**config.mk**
```make
export PLATFORM = sky130hd
export DESIGN_NAME = systolic_edge_feeder_flat
export DESIGN_NICKNAME = d
export VERILOG_FILES = /design/src/rtl/systolic_edge_feeder_if.sv /design/src/rtl/systolic_edge_feeder.sv /design/src/flat_wrapper.sv
export SDC_FILE = /design/constraint.sdc
export NUM_CORES = 1
export LEC_CHECK = 0
export CAP_MARGIN = 20
export CORE_UTILIZATION = 50
export CTS_BUF_LIST = sky130_fd_sc_hd__clkbuf_8
export DETAILED_ROUTE_END_ITERATION = 10
export PLACE_DENSITY = 0.85
export SETUP_SLACK_MARGIN = 0.1
export SLEW_MARGIN = 15
export SYNTH_ARGS = -nofsm -noshare
export SYNTH_HDL_FRONTEND = slang
export SYNTH_SLANG_ARGS = --single-unit
```
**constraint.sdc**
```tcl
create_clock -name clk -period 2.5 [get_ports clk]
set_input_delay 0.5 -clock clk [delete_from_list [all_inputs] [get_ports clk]]
set_output_delay 0.5 -clock clk [all_outputs]
set_load 0.02 [all_outputs]
```
**src/rtl/systolic_edge_feeder_if.sv**
```systemverilog
// Handshake and edge bus between the operand source and one systolic edge feeder.
// The master side drives jobs and vectors; the slave side is the feeder.
interface systolic_edge_feeder_if #(
    parameter int unsigned N  = 4,
    parameter int unsigned DW = 8,
    parameter int unsigned KW = 16
);
    logic              start;
    logic [KW-1:0]     k_len;
    logic              in_valid;
    logic              in_ready;
    logic [N*DW-1:0]   in_data;
    logic [N*DW-1:0]   edge_out;
    logic [N-1:0]      edge_lane_valid;
    logic              acc_clr;
    logic              busy;
    logic              done;
    logic [KW-1:0]     stall_cnt;

    modport master (
        output start, k_len, in_valid, in_data,
        input  in_ready, edge_out, edge_lane_valid, acc_clr, busy, done, stall_cnt
    );

    modport slave (
        input  start, k_len, in_valid, in_data,
        output in_ready, edge_out, edge_lane_valid, acc_clr, busy, done, stall_cnt
    );
endinterface

```
**src/rtl/systolic_edge_feeder.sv**
```systemverilog
// Diagonal-skew edge feeder for a systolic array: clear, stream K vectors, zero-flush, done.
// Optional stall counter built only when FEEDER_PERF_EN is defined.
module systolic_edge_feeder #(
    parameter int unsigned N    = 4,
    parameter int unsigned DW   = 8,
    parameter int unsigned KW   = 16,
    parameter int unsigned TAIL = N - 1
) (
    input  logic clk,
    input  logic rst_n,
    systolic_edge_feeder_if.slave bus
);

    localparam int unsigned FLUSH_RAW = N - 1 + TAIL;
    localparam int unsigned FLUSH_LEN = (FLUSH_RAW == 0) ? 1 : FLUSH_RAW;
    localparam int unsigned FW        = $clog2(FLUSH_LEN + 1);

    typedef enum logic [1:0] {
        IDLE  = 2'd0,
        LOAD  = 2'd1,
        FLUSH = 2'd2
    } state_t;

    state_t        state_q, state_next;
    logic [KW-1:0] k_len_q;
    logic [KW-1:0] vec_cnt_q;
    logic [FW-1:0] flush_cnt_q;
    logic          acc_clr_q, done_q, busy_q;
    logic          acc_clr_next, done_next;
    logic          job_start;
    logic          accept;

    // State register
    always_ff @(posedge clk or negedge rst_n) begin
        if (!rst_n) begin
            state_q <= IDLE;
        end else begin
            state_q <= state_next;
        end
    end

    // Next-state and registered-output decode
    always_comb begin
        state_next   = state_q;
        acc_clr_next = 1'b0;
        done_next    = 1'b0;
        job_start    = 1'b0;
        accept       = 1'b0;
        case (state_q)
            IDLE: begin
                if (bus.start) begin
                    job_start = 1'b1;
                    if (bus.k_len != '0) begin
                        state_next   = LOAD;
                        acc_clr_next = 1'b1;
                    end else begin
                        done_next = 1'b1;
                    end
                end
            end
            LOAD: begin
                if (bus.in_valid) begin
                    accept = 1'b1;
                    if (vec_cnt_q == k_len_q - KW'(1)) begin
                        state_next = FLUSH;
                    end
                end
            end
            FLUSH: begin
                if (flush_cnt_q == FW'(FLUSH_LEN - 1)) begin
                    state_next = IDLE;
                    done_next  = 1'b1;
                end
            end
            default: state_next = IDLE;
        endcase
    end

    // Job bookkeeping and registered control outputs
    always_ff @(posedge clk or negedge rst_n) begin
        if (!rst_n) begin
            k_len_q     <= '0;
            vec_cnt_q   <= '0;
            flush_cnt_q <= '0;
            acc_clr_q   <= 1'b0;
            done_q      <= 1'b0;
            busy_q      <= 1'b0;
        end else begin
            acc_clr_q <= acc_clr_next;
            done_q    <= done_next;
            busy_q    <= (state_next != IDLE);
            if (job_start) begin
                k_len_q   <= bus.k_len;
                vec_cnt_q <= '0;
            end else if (accept) begin
                vec_cnt_q <= vec_cnt_q + KW'(1);
            end
            if (state_q != FLUSH) begin
                flush_cnt_q <= '0;
            end else begin
                flush_cnt_q <= flush_cnt_q + FW'(1);
            end
        end
    end

    assign bus.in_ready = (state_q == LOAD);
    assign bus.acc_clr  = acc_clr_q;
    assign bus.done     = done_q;
    assign bus.busy     = busy_q;

    // Per-lane skew lines: lane i has i+1 stages, the last one drives the edge.
    // Idle cycles shift zeros, so the lines drain to zero and stay there between jobs.
    logic [DW-1:0] lane_data [N];
    logic [N-1:0]  lane_valid;

    for (genvar i = 0; i < N; i++) begin : g_lane
        logic [DW-1:0] d_q [i+1];
        logic [i:0]    v_q;

        always_ff @(posedge clk or negedge rst_n) begin
            if (!rst_n) begin
                for (int j = 0; j <= i; j++) begin
                    d_q[j] <= '0;
                end
                v_q <= '0;
            end else begin
                d_q[0] <= accept ? bus.in_data[i*DW +: DW] : '0;
                v_q[0] <= accept;
                for (int j = 1; j <= i; j++) begin
                    d_q[j] <= d_q[j-1];
                    v_q[j] <= v_q[j-1];
                end
            end
        end

        assign lane_data[i]  = d_q[i];
        assign lane_valid[i] = v_q[i];
    end

    logic [N*DW-1:0] edge_flat;

    always_comb begin
        edge_flat = '0;
        for (int i = 0; i < N; i++) begin
            edge_flat[i*DW +: DW] = lane_data[i];
        end
    end

    assign bus.edge_out        = edge_flat;
    assign bus.edge_lane_valid = lane_valid;

`ifdef FEEDER_PERF_EN
    logic [KW-1:0] stall_q;

    // Saturating count of LOAD cycles starved of input
    always_ff @(posedge clk or negedge rst_n) begin
        if (!rst_n) begin
            stall_q <= '0;
        end else if (job_start) begin
            stall_q <= '0;
        end else if (state_q == LOAD && !bus.in_valid && stall_q != '1) begin
            stall_q <= stall_q + KW'(1);
        end
    end

    assign bus.stall_cnt = stall_q;
`else
    assign bus.stall_cnt = '0;
`endif

endmodule

```
**src/flat_wrapper.sv**
```systemverilog
// flat-port wrapper written by rule: the top's interface ports become plain ports
module systolic_edge_feeder_flat 
#(
    parameter int unsigned N    = 4,
    parameter int unsigned DW   = 8,
    parameter int unsigned KW   = 16,
    parameter int unsigned TAIL = N - 1
)
  (clk, rst_n, bus_start, bus_k_len, bus_in_valid, bus_in_data, bus_in_ready, bus_edge_out, bus_edge_lane_valid, bus_acc_clr, bus_busy, bus_done, bus_stall_cnt);
  systolic_edge_feeder_if #(.N(N), .DW(DW), .KW(KW)) bus_i ();
  input  logic clk;
  input  logic rst_n;
  input wire logic [$bits(bus_i.start)-1:0] bus_start;
  input wire logic [$bits(bus_i.k_len)-1:0] bus_k_len;
  input wire logic [$bits(bus_i.in_valid)-1:0] bus_in_valid;
  input wire logic [$bits(bus_i.in_data)-1:0] bus_in_data;
  output wire logic [$bits(bus_i.in_ready)-1:0] bus_in_ready;
  output wire logic [$bits(bus_i.edge_out)-1:0] bus_edge_out;
  output wire logic [$bits(bus_i.edge_lane_valid)-1:0] bus_edge_lane_valid;
  output wire logic [$bits(bus_i.acc_clr)-1:0] bus_acc_clr;
  output wire logic [$bits(bus_i.busy)-1:0] bus_busy;
  output wire logic [$bits(bus_i.done)-1:0] bus_done;
  output wire logic [$bits(bus_i.stall_cnt)-1:0] bus_stall_cnt;
  assign bus_i.start = bus_start;
  assign bus_i.k_len = bus_k_len;
  assign bus_i.in_valid = bus_in_valid;
  assign bus_i.in_data = bus_in_data;
  assign bus_in_ready = bus_i.in_ready;
  assign bus_edge_out = bus_i.edge_out;
  assign bus_edge_lane_valid = bus_i.edge_lane_valid;
  assign bus_acc_clr = bus_i.acc_clr;
  assign bus_busy = bus_i.busy;
  assign bus_done = bus_i.done;
  assign bus_stall_cnt = bus_i.stall_cnt;
  systolic_edge_feeder #(.N(N), .DW(DW), .KW(KW), .TAIL(TAIL)) u_core (.clk(clk), .rst_n(rst_n), .bus(bus_i));
endmodule
```
; Yosys cells after proc, flatten, opt, wreduce, memory -nomap -nowiden
; Index checks and enable logic that the tools add are counted.
; Widths: inputs -> output; s select.
[totals]
romBits = 0
out_inout_bits = 56
memories = 0
regBits = 130
wordCells = 57
ramBits = 0
inputBits = 52
latch_bits = 0
[classes]
muxes = 24
add_sub_neg = 3
shift = 0
bitwise_logic = 0
n_eq_ne = 5
reduce_logical = 4
order_cmp = 0
div_mod_pow = 0
n_mul = 0
[op_table]
columns = operator, count
row1 = $mux 16, 2
row2 = $mux 8, 4
row3 = $add 16x1->16 const B, 1
row4 = $eq 16x16->1, 1
row5 = $reduce_bool 16->1, 1
row6 = $sub 16x1->16 const B, 1
row7 = $mux 1, 10
row8 = $mux 2, 5
row9 = $pmux 2 s3, 1
row10 = $reduce_bool 2->1, 2
row11 = $add 3x1->3 const B, 1
row12 = $eq 3x3->1 const B, 1
row13 = $mux 3, 1
row14 = $eq 2x1->1 const B, 1
row15 = $eq 2x2->1 const B, 1
row16 = $logic_not 2->1, 1
row17 = $ne 2x2->1 const B, 1
row18 = $pmux 1 s2, 1

; Logic depth before layout (Yosys ltp)
[logic_depth]
word_depth = 6
mapped_depth = 10
depth_no_buf = 9

; Worst setup path before layout
; Ideal clock, no wire load.
[synth_path]
kind = register to register
start = register u_core.k_len_q[2]
end = register u_core.state_q[1]
required_ps = 2381
synth_period_minus_slack_ps = 2260
n_path_buf = 1
t_arrival_ps = 2141
stages_incl_launch_ff = 9
setup_ps = 119
setup_slack_ps = 240
cell_sequence = dfrtp_1 -> or4_1 -> buf_2 -> nor3_1 -> a2111oi_0 -> a31o_2 -> o2111ai_1 -> nor4_2 -> a21bo_1
[synth_via]
elab_chain_cells = 5
[synth_lines]
columns = element, line
row1 = from (decl), systolic_edge_feeder.sv:25  ; logic [KW-1:0] k_len_q;
row2 = from (signal assigned), systolic_edge_feeder.sv:93  ; k_len_q <= bus.k_len;
row3 = $sub 16x1->16, systolic_edge_feeder.sv:64  ; if (vec_cnt_q == k_len_q - KW'(1)) begin
row4 = $eq 16x16->1, systolic_edge_feeder.sv:64
row5 = $mux 2, systolic_edge_feeder.sv:64
row6 = $mux 2, systolic_edge_feeder.sv:62  ; if (bus.in_valid) begin
row7 = $pmux 2 s3, systolic_edge_feeder.sv:49  ; case (state_q)
row8 = via u_core.state_next[1], systolic_edge_feeder.sv:24  ; state_t state_q, state_next;
row9 = to (signal assigned), systolic_edge_feeder.sv:38  ; state_q <= state_next;
row10 = to (decl), systolic_edge_feeder.sv:24
; The timed path passes the listed nets, and every way through them passes these cells.
; A chain may end at the register's enable or synchronous reset.

; Worst setup path after layout
[layout_path]
start = register u_core.k_len_q[4]
end = register u_core.state_q[0]
; Same word-level chain as after synthesis.

==> out/qor.yml <==
fmax_mhz: 421
cts_made_buffers: 17
post-route-min-period_ns: 2.37
die_w_um: 101
crit_path_top_delay_cell: "or4_4"
crit_start: "u_core.k_len_q[4]$_DFFE_PN0P_"
grt_usage_pct: 21.0
start_util_pct: 52.6
power.leakage_uw: 0.00291
synth_area_leaders: "dfrtp_1 (63%), buf_4 (6.2%), and3_1 (4.3%)"
synth_warnings: 0
synth.cell_area_um2: 4930
synthSimpleGateAreaFrac_pct: 13.9
rsz0062_at_grt: "yes"
finalSetupViolCount: 0
slew_violations: 0
drive_gt1_share_pct: 16.2
ys_types: 41
routedWlPerCell_um: 15.8
synth_compound_area_share_pct: 2.26
yosys-mux-area-fraction_pct: 4.60
fin_crit_sh_pct: 94.9
dp_hpwl_um: 6460
critPathArrivalTime_ns: 2.69
vias_per_cell: 5.00
clock_path_buffers: 2
relSlewSlack_pct: 63.0
synth_xor_area_share_pct: 6.75
die_h_um: 101
gp_congestion: 0.903
tightest_slew_ns: 0.556
io_pins: 108
setup_slack_ns: 0.126
final_nets: 532
synth_top_family_by_area: "simple AND/OR/NAND/NOR gates"
grt_max_degree: 44
dp_slack_ns: 0.0754
via_count: 3091
portBuffers: 91
clock_latency_ns: 0.43
crit_chain: "or4_4 > buf_6 > nor2_2 > xnor2_1 > nor4_2 > o2111ai_2 > nor4_2 > o21ai_1"
r2r-end: "u_core.state_q[0]$_DFF_PN0_"
syn2layout_area_growth_pct: 28.0
drc: 0
routed_wirelength_um: 9760
synth_ff_type: "dfrtp_1"
drtIter0Drc: 144
antenna_found_initial: 0
cts.sinks: 124
reg2reg_from: "u_core.k_len_q[4]$_DFFE_PN0P_"
finalHoldViolCount: 0
irDropWorstVdd_mv: 0.504
synth_top_area_cell: "dfrtp_1"
grt_overflow_total: 0
cp_common_cell: "nor4_2"
ys_seq_area_share_pct: 63.0
whs_ns: 0.0434
die_area_um2: 10300
diodes: 0
detail-route-antenna-nets: 0
clock_skew_ns: 0.0103
fin_cells: 618
run_status: "finished clean"
htree_num_levels: 4
worstSetupStartpointType: "flip-flop"
synth_edf_count: 0
synthAdderAreaFrac_pct: 1.02
postSynthAreaPerCell_um2: 12.6
critical_path_required_ns: 2.81
worstSetupEndpoint: "u_core.state_q[0]$_DFF_PN0_"
cts_hold_buf: 0
p_per_area_nw_per_um2: 865
maxCapViolCount: 0
synth_top_area_share_pct: 63.0
rrSetupSlack_ns: 0.13
clk_pin_slew_ns: 0.08
clock-root-buffer: "clkbuf_8"
critPathKind: "flip-flop to flip-flop"
ys_ff_latch: 124
synth_cells: 392
worst_setup_path_end_kind: "flip-flop"
cpPeakStageDelay_ns: 0.58
grt_pass1_wl_um: 15800
first_global_vias: 3237
rr_worst_depth: 8
rows: 35
drt-pass1-iter-count: 4
tns_ns: 0
dp.cells: 581
coreArea_um2: 9370
async_flop_share_pct: 100
critPathMaxFanout: 3
cts_tree: "built"
hp-class: "input port to asynchronous set/reset pin"
## metrics by stage
stage	instance area (µm²)	util, %	power [µW]
floorplan	4980	-	3220
global placement	5800	61.8	3530
detailed placement	5800	61.8	3590
CTS	6230	66.5	5410
global route	6310	67.3	5740
finish	6310	67.3	5450
## power breakdown
part / total [µW] / internal [µW] / switching, µW
Sequential: 2470 / 2240 / 234
Combinational: 1200 / 592 / 610
Clock: 1780 / 844 / 937
## area by class of cell
| cell class | count | area, µm² |
|---|---|---|
| flip-flops and latches | 124 | 3100 |
| fillers | 697 | 3070 |
| multi-input cells | 214 | 1530 |
| repair buffers | 110 | 1070 |
| clock buffers | 17 | 234 |
| clock inverters | 15 | 175 |
| well taps | 129 | 161 |
| inverters | 9 | 33.8 |
## registers in the layout, summed over array words and instances, names as in the netlist
register and flops:
u_core.g_lane.d_q 56, u_core.bus.edge_out 24, u_core.k_len_q 16, u_core.vec_cnt_q 16
u_core.g_lane.v_q 4, u_core.flush_cnt_q 3, u_core.state_q 2, u_core.bus.acc_clr 1
u_core.bus.busy 1, u_core.bus.done 1
## cell families (layout without fill, tap and decap cells)
kind of cell    after synthesis  after routing
compound gates               16             16
xor+xnor                     38             38
mux                          21             21
buf+inv                      69            151
fa+ha+maj                     4              4
other cells                   1             16
flops                       124            124
simple gates                119            119
## repair_timing
| action | CTS | global route |
|---|---|---|
| pin swaps | 0 | 11 |
| endpoints found under the setup margin | 2 | 3 |
| resized for setup | 4 | 10 |
| setup buffers | 0 | 5 |
## worst max-delay path, delay by kind of cell, from the launching register on
family / cells / cell delay, ns
simple gates: 4 / 1.33
compound gates: 2 / 0.27
buf+inv: 1 / 0.16
xor+xnor: 1 / 0.09
flops: 1 / 0.41
## synthesized netlist by cell type, types with 2 or more instances
library cell	count
nand3_1	7
mux2i_1	8
clkbuf_1	16
nor2_1	26
nor4_2	2
xor2_1	19
nor4b_1	3
ha_1	4
or4_1	3
nand4_1	7
xnor2_1	19
buf_4	41
mux2_2	13
nand2b_1	4
nor4_1	7
nor2b_1	3
nand2_1	12
o22ai_1	2
nor3_1	3
a22oi_1	3
and3_1	34
dfrtp_1	124
o21ai_0	5
buf_1	2
inv_1	9
## layout by cell type, fill, tap and decap left out, drive strengths merged, types with 2 or more instances in the layout
cell	synthesis	final
a22oi	3	3
and3	34	34
buf	44	20
clkbuf	16	17
clkdlybuf4s50	0	89
clkinv	0	3
clkinvlp	0	2
conb	1	16
dfrtp	124	124
ha	4	4
inv	9	18
mux2	13	13
mux2i	8	8
nand2	12	12
nand2b	4	4
nand3	7	7
nand4	7	7
nor2	26	26
nor2b	3	3
nor3	4	4
nor4	10	10
nor4b	3	3
o21ai	5	5
o22ai	2	2
or4	3	3
xnor2	19	19
xor2	19	19
## layer usage
layer / GRT usage [%] / vias up / share of wire [%]
met3: 6.14 / 17 / 4.7
met2: 36.4 / 112 / 54
met1: 24.6 / 1524 / 40
li1: - / 1438 / -
met4: 8.25 / 0 / 1.5
met5: 0 / - / 0
## worst min path at each step
stage	from	endpoint	slack, ns	cells after the start
floorplan	rst_n	u_core.bus.acc_clr$_DFF_PN0_	0.20	0
CTS	rst_n	u_core.k_len_q[14]$_DFFE_PN0P_	0.04	1
global placement	u_core.g_lane[2].d_q[16]$_DFF_PN0_	u_core.g_lane[2].d_q[8]$_DFF_PN0_	0.33	0
finish	rst_n	u_core.k_len_q[14]$_DFFE_PN0P_	0.04	1
global route	rst_n	u_core.k_len_q[8]$_DFFE_PN0P_	0.06	1
detailed placement	u_core.g_lane[1].d_q[10]$_DFF_PN0_	u_core.bus.edge_out[10]$_DFF_PN0_	0.33	0
Power figures use the tool's default switching activity.
